$ cat src/rtl/game_sequencer_if.sv
// Bundle between the match sequencer and the game datapaths.
// The master side (keyboard, video timing, ball logic) drives the
// inputs. The slave side (the sequencer) drives the control and
// score outputs.
interface game_sequencer_if;
    logic       frame_tick;
    logic [7:0] keycode;
    logic       miss_p1;
    logic       miss_p2;
    logic [2:0] game_state;
    logic       ball_reset;
    logic       ball_enable;
    logic       serve_dir;
    logic [3:0] score_p1;
    logic [3:0] score_p2;
    logic [1:0] speed_lvl;
    logic [1:0] winner;

    modport master (
        output frame_tick, keycode, miss_p1, miss_p2,
        input  game_state, ball_reset, ball_enable, serve_dir,
               score_p1, score_p2, speed_lvl, winner
    );

    modport slave (
        input  frame_tick, keycode, miss_p1, miss_p2,
        output game_state, ball_reset, ball_enable, serve_dir,
               score_p1, score_p2, speed_lvl, winner
    );
endinterface

$ cat src/rtl/game_sequencer.sv
// Match sequencer for 3D Pong: attract, serve countdown, rally, pause
// and game-over hold, with per-player scoring and speed levels.
// Every output comes straight from a register.
module game_sequencer #(
    parameter int unsigned WIN_SCORE    = 7,
    parameter int unsigned SERVE_FRAMES = 60,
    parameter int unsigned OVER_FRAMES  = 120,
    parameter logic [7:0]  START_KEY    = 8'h2C,
    parameter logic [7:0]  PAUSE_KEY    = 8'h13
) (
    input  logic               Clk,
    input  logic               Reset,
    game_sequencer_if.slave    bus
);

    typedef enum logic [2:0] {
        ST_ATTRACT = 3'd0,
        ST_SERVE   = 3'd1,
        ST_PLAY    = 3'd2,
        ST_PAUSE   = 3'd3,
        ST_OVER    = 3'd4
    } state_t;

    localparam logic [3:0] WIN_L   = 4'(WIN_SCORE);
    localparam logic [7:0] SERVE_L = 8'(SERVE_FRAMES);
    localparam logic [7:0] OVER_L  = 8'(OVER_FRAMES);

    state_t     state_reg;
    logic [7:0] keycode_q_reg;
    logic [7:0] frame_cnt_reg;
    logic       ball_reset_reg;
    logic       ball_enable_reg;
    logic       serve_dir_reg;
    logic [3:0] score_p1_reg;
    logic [3:0] score_p2_reg;
    logic [1:0] speed_lvl_reg;
    logic [1:0] winner_reg;

    logic       start_press;
    logic       pause_press;
    logic [3:0] score_p1_next;
    logic [3:0] score_p2_next;

    // Rising-edge key detection: a held key yields a single press.
    assign start_press = (bus.keycode == START_KEY) && (keycode_q_reg != START_KEY);
    assign pause_press = (bus.keycode == PAUSE_KEY) && (keycode_q_reg != PAUSE_KEY);

    // WIN_SCORE <= 15 stops a score from ever reaching the wrap point.
    assign score_p1_next = score_p1_reg + 4'd1;
    assign score_p2_next = score_p2_reg + 4'd1;

    // Speed level is min(3, total >> 2), taken from a 5-bit total.
    function automatic logic [1:0] speed_of(input logic [3:0] a, input logic [3:0] b);
        logic [4:0] total;
        total = {1'b0, a} + {1'b0, b};
        return total[4] ? 2'd3 : total[3:2];
    endfunction

    // Match state machine with registered outputs and score bookkeeping.
    always_ff @(posedge Clk or posedge Reset) begin
        if (Reset) begin
            state_reg       <= ST_ATTRACT;
            keycode_q_reg   <= 8'd0;
            frame_cnt_reg   <= 8'd0;
            ball_reset_reg  <= 1'b1;
            ball_enable_reg <= 1'b0;
            serve_dir_reg   <= 1'b0;
            score_p1_reg    <= 4'd0;
            score_p2_reg    <= 4'd0;
            speed_lvl_reg   <= 2'd0;
            winner_reg      <= 2'd0;
        end else begin
            keycode_q_reg <= bus.keycode;
            case (state_reg)
                ST_ATTRACT: begin
                    if (start_press) begin
                        state_reg     <= ST_SERVE;
                        frame_cnt_reg <= SERVE_L;
                        serve_dir_reg <= 1'b0;
                        score_p1_reg  <= 4'd0;
                        score_p2_reg  <= 4'd0;
                        speed_lvl_reg <= 2'd0;
                        winner_reg    <= 2'd0;
                    end
                end
                ST_SERVE: begin
                    if (bus.frame_tick) begin
                        if (frame_cnt_reg == 8'd1) begin
                            state_reg       <= ST_PLAY;
                            ball_reset_reg  <= 1'b0;
                            ball_enable_reg <= 1'b1;
                        end else begin
                            frame_cnt_reg <= frame_cnt_reg - 8'd1;
                        end
                    end
                end
                ST_PLAY: begin
                    if (bus.miss_p1 && bus.miss_p2) begin
                        // Simultaneous misses: replay the point, nobody scores.
                        state_reg       <= ST_SERVE;
                        frame_cnt_reg   <= SERVE_L;
                        ball_reset_reg  <= 1'b1;
                        ball_enable_reg <= 1'b0;
                    end else if (bus.miss_p1) begin
                        score_p2_reg    <= score_p2_next;
                        serve_dir_reg   <= 1'b0;
                        speed_lvl_reg   <= speed_of(score_p1_reg, score_p2_next);
                        ball_reset_reg  <= 1'b1;
                        ball_enable_reg <= 1'b0;
                        if (score_p2_next == WIN_L) begin
                            state_reg     <= ST_OVER;
                            winner_reg    <= 2'd2;
                            frame_cnt_reg <= OVER_L;
                        end else begin
                            state_reg     <= ST_SERVE;
                            frame_cnt_reg <= SERVE_L;
                        end
                    end else if (bus.miss_p2) begin
                        score_p1_reg    <= score_p1_next;
                        serve_dir_reg   <= 1'b1;
                        speed_lvl_reg   <= speed_of(score_p1_next, score_p2_reg);
                        ball_reset_reg  <= 1'b1;
                        ball_enable_reg <= 1'b0;
                        if (score_p1_next == WIN_L) begin
                            state_reg     <= ST_OVER;
                            winner_reg    <= 2'd1;
                            frame_cnt_reg <= OVER_L;
                        end else begin
                            state_reg     <= ST_SERVE;
                            frame_cnt_reg <= SERVE_L;
                        end
                    end else if (pause_press) begin
                        state_reg       <= ST_PAUSE;
                        ball_enable_reg <= 1'b0;
                    end
                end
                ST_PAUSE: begin
                    // The ball stays where it is (no reset), motion is frozen.
                    if (pause_press) begin
                        state_reg       <= ST_PLAY;
                        ball_enable_reg <= 1'b1;
                    end
                end
                ST_OVER: begin
                    if (start_press && (frame_cnt_reg == 8'd0)) begin
                        state_reg     <= ST_SERVE;
                        frame_cnt_reg <= SERVE_L;
                        serve_dir_reg <= 1'b0;
                        score_p1_reg  <= 4'd0;
                        score_p2_reg  <= 4'd0;
                        speed_lvl_reg <= 2'd0;
                        winner_reg    <= 2'd0;
                    end else if (bus.frame_tick && (frame_cnt_reg != 8'd0)) begin
                        frame_cnt_reg <= frame_cnt_reg - 8'd1;
                    end
                end
                default: begin
                    state_reg       <= ST_ATTRACT;
                    ball_reset_reg  <= 1'b1;
                    ball_enable_reg <= 1'b0;
                end
            endcase
        end
    end

    assign bus.game_state  = state_reg;
    assign bus.ball_reset  = ball_reset_reg;
    assign bus.ball_enable = ball_enable_reg;
    assign bus.serve_dir   = serve_dir_reg;
    assign bus.score_p1    = score_p1_reg;
    assign bus.score_p2    = score_p2_reg;
    assign bus.speed_lvl   = speed_lvl_reg;
    assign bus.winner      = winner_reg;

endmodule
$ cat src/flat_wrapper.sv
// flat-port wrapper written by rule: the top's interface ports become plain ports
module game_sequencer_flat 
#(
    parameter int unsigned WIN_SCORE    = 7,
    parameter int unsigned SERVE_FRAMES = 60,
    parameter int unsigned OVER_FRAMES  = 120,
    parameter logic [7:0]  START_KEY    = 8'h2C,
    parameter logic [7:0]  PAUSE_KEY    = 8'h13
)
  (Clk, Reset, bus_frame_tick, bus_keycode, bus_miss_p1, bus_miss_p2, bus_game_state, bus_ball_reset, bus_ball_enable, bus_serve_dir, bus_score_p1, bus_score_p2, bus_speed_lvl, bus_winner);
  game_sequencer_if bus_i ();
  input  logic Clk;
  input  logic Reset;
  input wire logic [$bits(bus_i.frame_tick)-1:0] bus_frame_tick;
  input wire logic [$bits(bus_i.keycode)-1:0] bus_keycode;
  input wire logic [$bits(bus_i.miss_p1)-1:0] bus_miss_p1;
  input wire logic [$bits(bus_i.miss_p2)-1:0] bus_miss_p2;
  output wire logic [$bits(bus_i.game_state)-1:0] bus_game_state;
  output wire logic [$bits(bus_i.ball_reset)-1:0] bus_ball_reset;
  output wire logic [$bits(bus_i.ball_enable)-1:0] bus_ball_enable;
  output wire logic [$bits(bus_i.serve_dir)-1:0] bus_serve_dir;
  output wire logic [$bits(bus_i.score_p1)-1:0] bus_score_p1;
  output wire logic [$bits(bus_i.score_p2)-1:0] bus_score_p2;
  output wire logic [$bits(bus_i.speed_lvl)-1:0] bus_speed_lvl;
  output wire logic [$bits(bus_i.winner)-1:0] bus_winner;
  assign bus_i.frame_tick = bus_frame_tick;
  assign bus_i.keycode = bus_keycode;
  assign bus_i.miss_p1 = bus_miss_p1;
  assign bus_i.miss_p2 = bus_miss_p2;
  assign bus_game_state = bus_i.game_state;
  assign bus_ball_reset = bus_i.ball_reset;
  assign bus_ball_enable = bus_i.ball_enable;
  assign bus_serve_dir = bus_i.serve_dir;
  assign bus_score_p1 = bus_i.score_p1;
  assign bus_score_p2 = bus_i.score_p2;
  assign bus_speed_lvl = bus_i.speed_lvl;
  assign bus_winner = bus_i.winner;
  game_sequencer #(.WIN_SCORE(WIN_SCORE), .SERVE_FRAMES(SERVE_FRAMES), .OVER_FRAMES(OVER_FRAMES), .START_KEY(START_KEY), .PAUSE_KEY(PAUSE_KEY)) u_core (.Clk(Clk), .Reset(Reset), .bus(bus_i));
endmodule
$ cat config.mk
export PLATFORM = sky130hd
export DESIGN_NAME = game_sequencer_flat
export DESIGN_NICKNAME = d
export VERILOG_FILES = /design/src/rtl/game_sequencer_if.sv /design/src/rtl/game_sequencer.sv /design/src/flat_wrapper.sv
export SDC_FILE = /design/constraint.sdc
export NUM_CORES = 1
export LEC_CHECK = 0
export BUFFER_PORTS_ARGS = -buffer_cell sky130_fd_sc_hd__clkbuf_2
export CAP_MARGIN = 10
export CORE_MARGIN = 2
export CORE_UTILIZATION = 35
export CTS_BUF_LIST = sky130_fd_sc_hd__clkbuf_4 sky130_fd_sc_hd__clkbuf_8
export DETAILED_ROUTE_END_ITERATION = 10
export PLACE_DENSITY = 0.62
export SYNTH_ARGS = -nofsm -noshare
export SYNTH_HDL_FRONTEND = slang
export SYNTH_SLANG_ARGS = --single-unit
$ cat constraint.sdc
create_clock -name Clk -period 3.15 [get_ports Clk]
set_input_delay 0.4725 -clock Clk [delete_from_list [all_inputs] [get_ports Clk]]
set_output_delay 0.4725 -clock Clk [all_outputs]
set_load 0.01 [all_outputs]
* After elaboration in Yosys (flattened, before gate mapping)
Index checks and enable logic that the tools add are counted.
Storage, ports and cells: register bits after elaboration 34, input port bits 13, output and inout port bits 18, logic and storage cells 129
Cells by class: $add $sub $neg 5, equal/unequal tests 27, mux-type cells 65, bitwise gates (word level) 2, reduce and logical (&&, ||, !) cells 20
Operators with widths (count):
- $mux W8 | 8
- $mux W3 | 11
- $pmux W8 S4 | 1
- $mux W4 | 7
- $mux W2 | 12
- $pmux W4 S3 | 2
- $reduce_and A6 Y1 | 3
- $mux W1 | 16
- $pmux W3 S5 | 1
- $reduce_and A5 Y1 | 3
- $mux W7 | 2
- $ne A2 B2 Y1 const B | 6
- $pmux W2 S3 | 2
- $add A4 B4 Y5 | 2
- $add A4 B1 Y4 const B | 2
- $eq A4 B3 Y1 const B | 2
- $eq A8 B1 Y1 const B | 1
- $eq A8 B5 Y1 const B | 1
- $eq A8 B6 Y1 const B | 1
- $logic_not A8 Y1 | 1
- $ne A2 B1 Y1 const B | 4
- $ne A8 B5 Y1 const B | 1
- $ne A8 B6 Y1 const B | 1
- $reduce_bool A8 Y1 | 1
- other kinds (20) | 28

* Logic depth before layout (Yosys ltp)
Gate-level depths: netlist of run 1.
depth in word-level cells 7, depth in mapped cells 9, depth with buffers taken out 9

* Worst setup path before layout of run 1
No wires, ideal clock.
path kind reg2reg, start register u_core.frame_cnt_reg[0], end register u_core.frame_cnt_reg[6], setup time 0.121 ns, data arrival time 2.063 ns, required time 3.029 ns, path slack 0.966 ns, cell stages (with the launch flop) 8, path buffers 0, period minus slack after synthesis 2.184 ns, cells stage by stage dfrtp_1 > inv_1 > ha_1 > or3b_2 > or3_1 > o21ai_2 > o22ai_1 > a22o_1
Between the ends: longest elaborated chain between the ends 4, elaborated cells on any way between the ends 14, classes of those cells 1 x add/sub; 3 x eq/ne; 5 x mux; 5 x reduce/logical
Ends and longest elaborated chain:
- start, declared | line game_sequencer.sv:30 | logic [7:0] frame_cnt_reg;
- start signal, assigned | line game_sequencer.sv:93 | frame_cnt_reg <= frame_cnt_reg - 8'd1;
- start signal, assigned | line game_sequencer.sv:154 | frame_cnt_reg <= frame_cnt_reg - 8'd1;
- $sub A8 B1 Y8 (tied with other cells) | line game_sequencer.sv:93, game_sequencer.sv:154
- $mux W8 (tied with other cells) | line game_sequencer.sv:153 | end else if (bus.frame_tick && (frame_cnt_reg != 8'd0)) begin
- $mux W8 (tied with other cells) | line game_sequencer.sv:145 | if (start_press && (frame_cnt_reg == 8'd0)) begin
- $pmux W8 S4 or $reduce_and A6 Y1 (tied branches)
Parallel ways exist; a longest one is shown, timed or not. The select of a mux whose other input is x is not followed. A chain may end at the register's enable or synchronous reset.

* Worst setup path in the final report of run 1
Same ends and word-level chain as after synthesis.

==> metrics.log, run 1 <==
[metrics] Port-buffer cells: 30
[metrics] buffer count from post-CTS setup fixing: 0
[metrics] number of enable-type register cells in the synthesized netlist: 0
[metrics] leading cell types in the layout, fill and taps excluded: dfrtp_1 (33), clkbuf_2 (30), inv_1 (17), o21ai_0 (16)
[metrics] final net count: just under 300
[metrics] area of the die: 7118 sq um
[metrics] Slew Limit Fails: 0
[metrics] commonest register cell after synthesis: dfrtp_1
[metrics] average wire per standard cell: 15.66 um
[metrics] area occupied by multi-input gates: 1326 sq um
[metrics] Lkg Pwr: 1.172 nW
[metrics] upper clock frequency limit: approximately 0.41 GHz
[metrics] number of antenna violations at the first check in global routing: 0
[metrics] final period demand of the worst path: 2.422 ns
[metrics] number of vias per cell: 5.697
[metrics] number of standard cells after synthesis: around 240
[metrics] Max-Cap Viols: 0
[metrics] flip-flop and latch count after synthesis: 34
[metrics] Worst VDD drop: a little under 300 uV
[metrics] worst hold slack across all endpoints: 0.2858 ns
[metrics] Inserted Clock Buffers: 5
[metrics] Worst Clk Skew: 0.006145 ns
[metrics] clock net sink count: 34
[metrics] Antenna Diode Count: 0
[metrics] die outline height: 84.37 um
[metrics] buffer cell driving the clock tree root: clkbuf_8
[metrics] post-route fraction of the period consumed by the critical path: 76.87%
[metrics] outcome: finished clean
[metrics] CTS tree: yes
[metrics] final hold viol count: 0
[metrics] initial cell density of the core: 35.81%
[metrics] mean cell area of the mapped netlist: 9.621 sq um
[metrics] Post-route DRC: 0
[metrics] netlist area before placement: approximately 2300 sq um
[metrics] CTS Buffer Depth: 2
[metrics] number of global-route vias before repair: 1891
[metrics] Core Area: about 6300 sq um
[metrics] Syn-to-layout area delta: 14.61%
[metrics] total nets after synthesis: 261
[metrics] Skew-Pair Late Insertion Delay: 0.29 ns
[metrics] antenna viol nets, final: 0
[metrics] length of the first detailed-routing pass in iterations: 4
[metrics] worst hold path type: input port to async pin
[metrics] Final GP Congestion: 0.8972
[metrics] fraction of final layout cells sized beyond drive strength 1: 21.56%
[metrics] floorplan die width: 84.37 um
[metrics] warning count from the yosys run: 0
[metrics] hold buffer count at cts: 0
[metrics] # resized after CTS: 0
[metrics] element type at the critical path end: register
[metrics] CP Class: register to register
[metrics] PD cells: a little over 700 nW/um^2
[metrics] overall track demand over capacity in global routing: 16.01%
[metrics] via count: 1971
[metrics] WL final: ~5400 um
[metrics] arrival time worst endpoint: 2.60 ns
[metrics] Ports: 31
[metrics] layout filler cell count: 649
[metrics] maximum fanout along the worst path: 9
[metrics] commonest non-fill, non-tap cell in the layout: dfrtp_1
[metrics] First DRT Iteration DRCs: between 100 and 150
[metrics] Max-slew headroom: 49.30%
[metrics] fraction of the yosys area taken by sequential cells: 37.69%
[metrics] async set-reset flop share out of synthesis: 100.0%
[metrics] grt total ovfl: 0
[metrics] worst path required time: 3.33 ns
[metrics] FF/Latch Area: 852.1 sq um
[metrics] H-tree depth: 2
[metrics] placed wire-length estimate after detailed placement: 4048 um
[metrics] setup tns final: 0 ns
[metrics] Netlist cell types: 67
[metrics] clock-pin slew reported for the worst setup and hold paths after clock tree synthesis: approximately 0.08 ns
[metrics] RSZ-0062 raised after global routing: no
[metrics] Setup crit start kind: register
[metrics] final setup violating endpoints: 0
[metrics] wire length of the first global-routing pass: 9252 um
[metrics] pin slew with the least headroom to its limit: 0.7597 ns
[metrics] FP Rows: 29
[metrics] pin count of the biggest net entering global routing: 21
==> critical path, stage by stage (launching register included) <==
cell and delay [ns]:
dfrtp_1 0.41, inv_1 0.14, ha_1 0.21, or3b_2 0.46
or3_1 0.35, o21ai_2 0.33, o22ai_1 0.17, a22o_1 0.25
==> Yosys cell counts, types with 4 or more instances <==
cell / count / share of area (%)
o211ai_1: 4 / 1.3
nand2b_1: 8 / 2.2
a21oi_1: 9 / 2.0
nor2b_1: 5 / 1.4
nand3_1: 11 / 2.4
dfrtp_1: 33 / 37
clkbuf_1: 4 / 0.66
nand2_1: 13 / 2.2
nor3_1: 7 / 1.5
nor2_1: 11 / 1.8
o21ai_0: 16 / 3.5
inv_1: 17 / 2.8
a22o_1: 7 / 2.7
ha_1: 13 / 7.2
or3_1: 4 / 1.1
==> through the flow <==
step | worst slack, ns | instance area [sq um] | instances | power, W | utilization, %
floorplan | 0.9659 | 2261 | 235 | 0.001266 | -
global placement | 0.7884 | 2496 | 338 | 0.001498 | 39.54
detailed placement | 0.7567 | 2496 | 338 | 0.001506 | 39.54
CTS | 0.7407 | 2591 | 346 | 0.001856 | 41.04
global route | 0.5815 | 2591 | 346 | 0.001990 | 41.04
finish | 0.7285 | 2591 | 346 | 0.001846 | 41.04
==> path summary, 6_finish.rpt <==
kind / from / endpoint / slack, ns / depth (start not counted)
min in group Clk: bus_keycode[0] / u_core.keycode_q_reg[0] / 0.31 / 1
min: Reset / u_core.bus.score_p1[3] / 0.29 / 2
max: u_core.frame_cnt_reg[0] / u_core.frame_cnt_reg[6] / 0.73 / 7
min reg2reg: u_core.bus.ball_reset / u_core.bus.ball_reset / 0.47 / 2
max reg2reg: u_core.frame_cnt_reg[0] / u_core.frame_cnt_reg[6] / 0.73 / 7
max in group asynchronous: Reset / u_core.bus.winner[0] / 2.15 / 3
==> power breakdown <==
group	switching, W	internal [W]
sequential	0.000158	0.000526
clock	0.000170	0.000176
combinational	0.000456	0.000360
total	0.000784	0.00106
==> cell families (layout without fill, tap and decap cells) <==
kind of cell / count (synthesis) / count (layout) / synth area share (%)
and+or+nand+nor: 86 / 86 / 23.30
AOI/OAI and AO/OA: 70 / 70 / 23.69
DFF: 34 / 34 / 37.69
buffers and inverters: 22 / 56 / 3.652
adders and majority gates: 13 / 13 / 7.194
muxes: 7 / 7 / 3.320
xor gates and xnor gates: 3 / 3 / 1.162
==> routing by layer <==
metal | GRT usage (%) | vias up | share of wire [%]
li1 | - | 957 | -
met1 | 21.06 | 967 | 46
met2 | 26.12 | 37 | 49
met3 | 2.852 | 10 | 2.9
met4 | 6.638 | 0 | 2.0
met5 | 0 | - | 0
==> final cells by class <==
cell class	count	area share (%)
well taps	77	3.718
clock inverters	2	0.4829
clock buffers	6	3.187
inverters	17	2.463
flip-flops and latches	34	32.88
repair buffers	31	6.084
multi-input cells	179	51.18
Note: power is estimated with default switching activity, not from simulation.
==> run 2, diff against run 1 <==
--- a/config.mk
+++ b/config.mk
@@ -5,6 +5,7 @@
 export SDC_FILE = /design/constraint.sdc
 export NUM_CORES = 1
 export LEC_CHECK = 0
+export ABC_AREA = 1
 export BUFFER_PORTS_ARGS = -buffer_cell sky130_fd_sc_hd__clkbuf_2
 export CAP_MARGIN = 10
 export CORE_MARGIN = 2
==> constraint.sdc (replaced) <==
create_clock -name Clk -period 2.5 [get_ports Clk]
set_input_delay 0.375 -clock Clk [delete_from_list [all_inputs] [get_ports Clk]]
set_output_delay 0.375 -clock Clk [all_outputs]
set_load 0.01 [all_outputs]
==> run 2 against run 1 <==
  * The flow now finishes with violations (DRC)
  * Largest power group unchanged
  * Clock skew rose by 0.00052 ns
  * Flip-flop and latch count did not move
  * Via count rose by 4.5%
  * Worst setup slack got worse by 0.31 ns
  * Sequential power rose by 21%
  * First-iteration DRC count fell by 30%
  * Global-route usage fell by 1.5 points
  * Design area rose by 4.4%
  * Critical endpoint is now u_core.bus.speed_lvl[0]
==> metrics.log, run 2 <==
[metrics] clock-pin slew reported for the worst setup and hold paths after clock tree synthesis: 0.08 ns
[metrics] final net count: 395
[metrics] placement-stage cell area: 2610 sq um
[metrics] die outline height: approximately 86 um
[metrics] setup tns final: 0 ns
[metrics] area occupied by multi-input gates: 1318 sq um
[metrics] warning count from the yosys run: 0
[metrics] most numerous cell in the Yosys netlist: nand2_1
[metrics] fraction of the yosys area taken by sequential cells: 36.36%
[metrics] total nets after synthesis: 357
[metrics] crit path setup slack, layout: 0.4161 ns
[metrics] Critical path destination: u_core.bus.speed_lvl[0]
[metrics] cell with the largest stage delay on the worst path: dfrtp_1
[metrics] pin slew with the least headroom to its limit: about 0.7 ns
[metrics] placed wire-length estimate after detailed placement: slightly below 4000 um
[metrics] Core Area: roughly 6400 sq um
[metrics] top cells by area in the synthesized netlist: dfrtp_1 (35%), nand2_1 (21%), ha_1 (6.9%), inv_1 (5.9%), nor2_1 (5.6%)
[metrics] capture instance of the worst register-to-register path: u_core.bus.speed_lvl[0]
[metrics] launch point of the worst reg-to-reg path: u_core.bus.score_p2[0]
[metrics] First DRT Iteration DRCs: 85
[metrics] clock net sink count: 34
[metrics] netlist area before placement: between 2000 and 2500 sq um
[metrics] WL final: around 5000 um
[metrics] cell seen most often among critical-path stages: nand2_1
[metrics] Slew Limit Fails: 0
[metrics] flop2flop setup slack: ~0.42 ns
[metrics] average wire per standard cell: 11.12 um
[metrics] number of standard cells after synthesis: between 300 and 400
[metrics] antenna viol nets, final: 0
[metrics] Inserted Clock Buffers: 5
[metrics] area of the die: 7366 sq um
[metrics] final period demand of the worst path: 2.084 ns
[metrics] via count: 2060
[metrics] fraction of final layout cells sized beyond drive strength 1: 18.65%
[metrics] worst path required time: ~2.7 ns
[metrics] Post-route DRC: 2
[metrics] Antenna Diode Count: 0
[metrics] number of antenna violations at the first check in global routing: 0
[metrics] maximum fanout along the worst path: 8
[metrics] arrival time worst endpoint: between 2 and 2.5 ns
[metrics] buffer count from post-CTS setup fixing: 0
[metrics] number of global-route vias before repair: 1899
[metrics] Design Area, Final: about 2700 sq um
[metrics] final setup violating endpoints: 0
[metrics] number of cells on the critical path: 12
[metrics] FP Rows: 29
[metrics] floorplan die width: 85.83 um
[metrics] top cell types by occurrence after synthesis: nand2_1 (132), inv_1 (37), nor2_1 (35)
[metrics] layout filler cell count: 700
[metrics] first element of the critical path: u_core.bus.score_p2[0]
[metrics] outcome: complete, but fails checks
[metrics] final hold viol count: 0
[metrics] length of the first detailed-routing pass in iterations: 10
[metrics] worst hold path type: input port to async pin
[metrics] leading cell types in the layout, fill and taps excluded: nand2_1 (132), inv_1 (37), nor2_1 (35), dfrtp_1 (33), clkbuf_2 (30)
[metrics] Ports: 31
[metrics] CTS tree: yes
[metrics] buffer cell driving the clock tree root: clkbuf_8
[metrics] overall track demand over capacity in global routing: 14.52%
[metrics] Final GP Congestion: 0.8031
[metrics] upper clock frequency limit: ~0.48 GHz
[metrics] pre-CTS worst setup slack: 0.4445 ns
[metrics] H-tree depth: 2
[metrics] violations in the final reports: DRC
[metrics] Setup crit start kind: register
[metrics] wire length of the first global-routing pass: 8514 um
[metrics] Lkg Pwr: approximately 1.5 nW
[metrics] Worst VDD drop: 291.8 uV
[metrics] flip-flop and latch count after synthesis: 34
[metrics] FF/Latch Area: around 850 sq um
[metrics] CP Class: register to register
[metrics] element type at the critical path end: register
[metrics] mean cell area of the mapped netlist: 7.080 sq um
[metrics] grt total ovfl: 0
[metrics] Worst Clk Skew: between 0.006 and 0.007 ns
[metrics] number of enable-type register cells in the synthesized netlist: 0
[metrics] area share of the largest cell type after synthesis: between 30% and 40%
[metrics] commonest register cell after synthesis: dfrtp_1
[metrics] commonest non-fill, non-tap cell in the layout: nand2_1
[metrics] async set-reset flop share out of synthesis: 100.0%
[metrics] Top delay family on crit path: adder cells
[metrics] largest incremental delay on the critical path: 0.51 ns
[metrics] Max-Cap Viols: 0
[metrics] depth of the worst register-to-register path: 12
[metrics] pin count of the biggest net entering global routing: 20
[metrics] CTS Buffer Depth: 2
[metrics] Port-buffer cells: 30
[metrics] cell chain of the critical path: inv_1 -> ha_1 -> inv_1 -> ha_1 -> nand2_1 -> o21bai_1 -> xnor2_1 -> nand2_1 -> nand2_1 -> nand2_1 -> nand2_1 -> nand2_1
[metrics] Skew-Pair Late Insertion Delay: a little under 0.3 ns
[metrics] initial cell density of the core: a little over a third
[metrics] Max-slew headroom: between 50% and 60%
[metrics] number of vias per cell: 4.609
[metrics] hold buffer count at cts: 0
[metrics] # resized after CTS: 0
[metrics] post-route fraction of the period consumed by the critical path: 83.36%
[metrics] RSZ-0062 raised after global routing: no
[metrics] Netlist cell types: 31
[metrics] PD cells: around 950 nW/um^2
[metrics] sum of buffers and inverters on the critical path: 2
[metrics] Syn-to-layout area delta: 15.43%
[metrics] cell taking the most area after synthesis: dfrtp_1
-- run 2: changes by cell type after synthesis, sizes merged, moves of 8 or more --
| cell | change |
|---|---|
| o21ai | -8 |
| nand2b | -8 |
| nand3 | +10 |
| nand2 | +124 |
| nor2 | +30 |
| inv | +27 |
-- run 2: cell families after synthesis --
logic type	share of synthesized area, %
AO/OA/AOI/OAI	5.285
AND/OR/NAND/NOR	41.38
flip-flops	36.36
buffers and inverters	7.421
XOR/XNOR	2.616
adder cells (fa/ha/maj)	6.941
-- run 2: cell type report --
cell class              instances  area share, %
clock inverters                 2         0.4625
inverters                      45          6.429
repair buffers                 31          6.290
multi-input cells             252          48.70
flip-flops and latches         34          31.50
well taps                      77          3.562
clock buffers                   6          3.053
-- run 2: worst min-delay path by stage --
stage | from | to
finish | Reset | u_core.frame_cnt_reg[6]
global route | bus_keycode[6] | u_core.keycode_q_reg[6]
CTS | Reset | u_core.frame_cnt_reg[6]
detailed placement | u_core.bus.speed_lvl[0] | u_core.bus.speed_lvl[0]
global placement | u_core.bus.serve_dir | u_core.bus.serve_dir
floorplan | bus_keycode[0] | u_core.keycode_q_reg[0]
-- run 2: power by group --
part | switching (W) | total [W] | internal, W
registers | 0.000139 | 0.000828 | 0.000690
logic | 0.000853 | 0.00132 | 0.000471
clock network | 0.000208 | 0.000429 | 0.000221
total | 0.00120 | 0.00258 | 0.00138
-- run 2: per-stage QoR --
step / hold WS [ns] / utilization [%] / power, W / cells
global route: 0.2002 / 42.12 / 0.002843 / 447
floorplan: 0.4064 / - / 0.001849 / 331
finish: 0.1700 / 42.12 / 0.002582 / 447
detailed placement: 0.4637 / 40.64 / 0.002181 / 439
CTS: 0.1881 / 42.12 / 0.002617 / 447
global placement: 0.4571 / 40.64 / 0.002156 / 439
-- run 2: worst reg2reg max path: stages, from the launching register on --
cell and delay [ns]:
dfrtp_1 0.51, inv_1 0.15, ha_1 0.32, inv_1 0.04, ha_1 0.29, nand2_1 0.06
o21bai_1 0.15, xnor2_1 0.17, nand2_1 0.08, nand2_1 0.06, nand2_1 0.05, nand2_1 0.05
nand2_1 0.04
-- run 2: per-layer routing --
metal	up-vias	track usage, %	part of all wire, %
met5	-	0	0
met4	0	5.628	1.7
met3	7	2.695	2.3
met2	27	23.15	46
met1	922	19.53	50
li1	1104	-	-
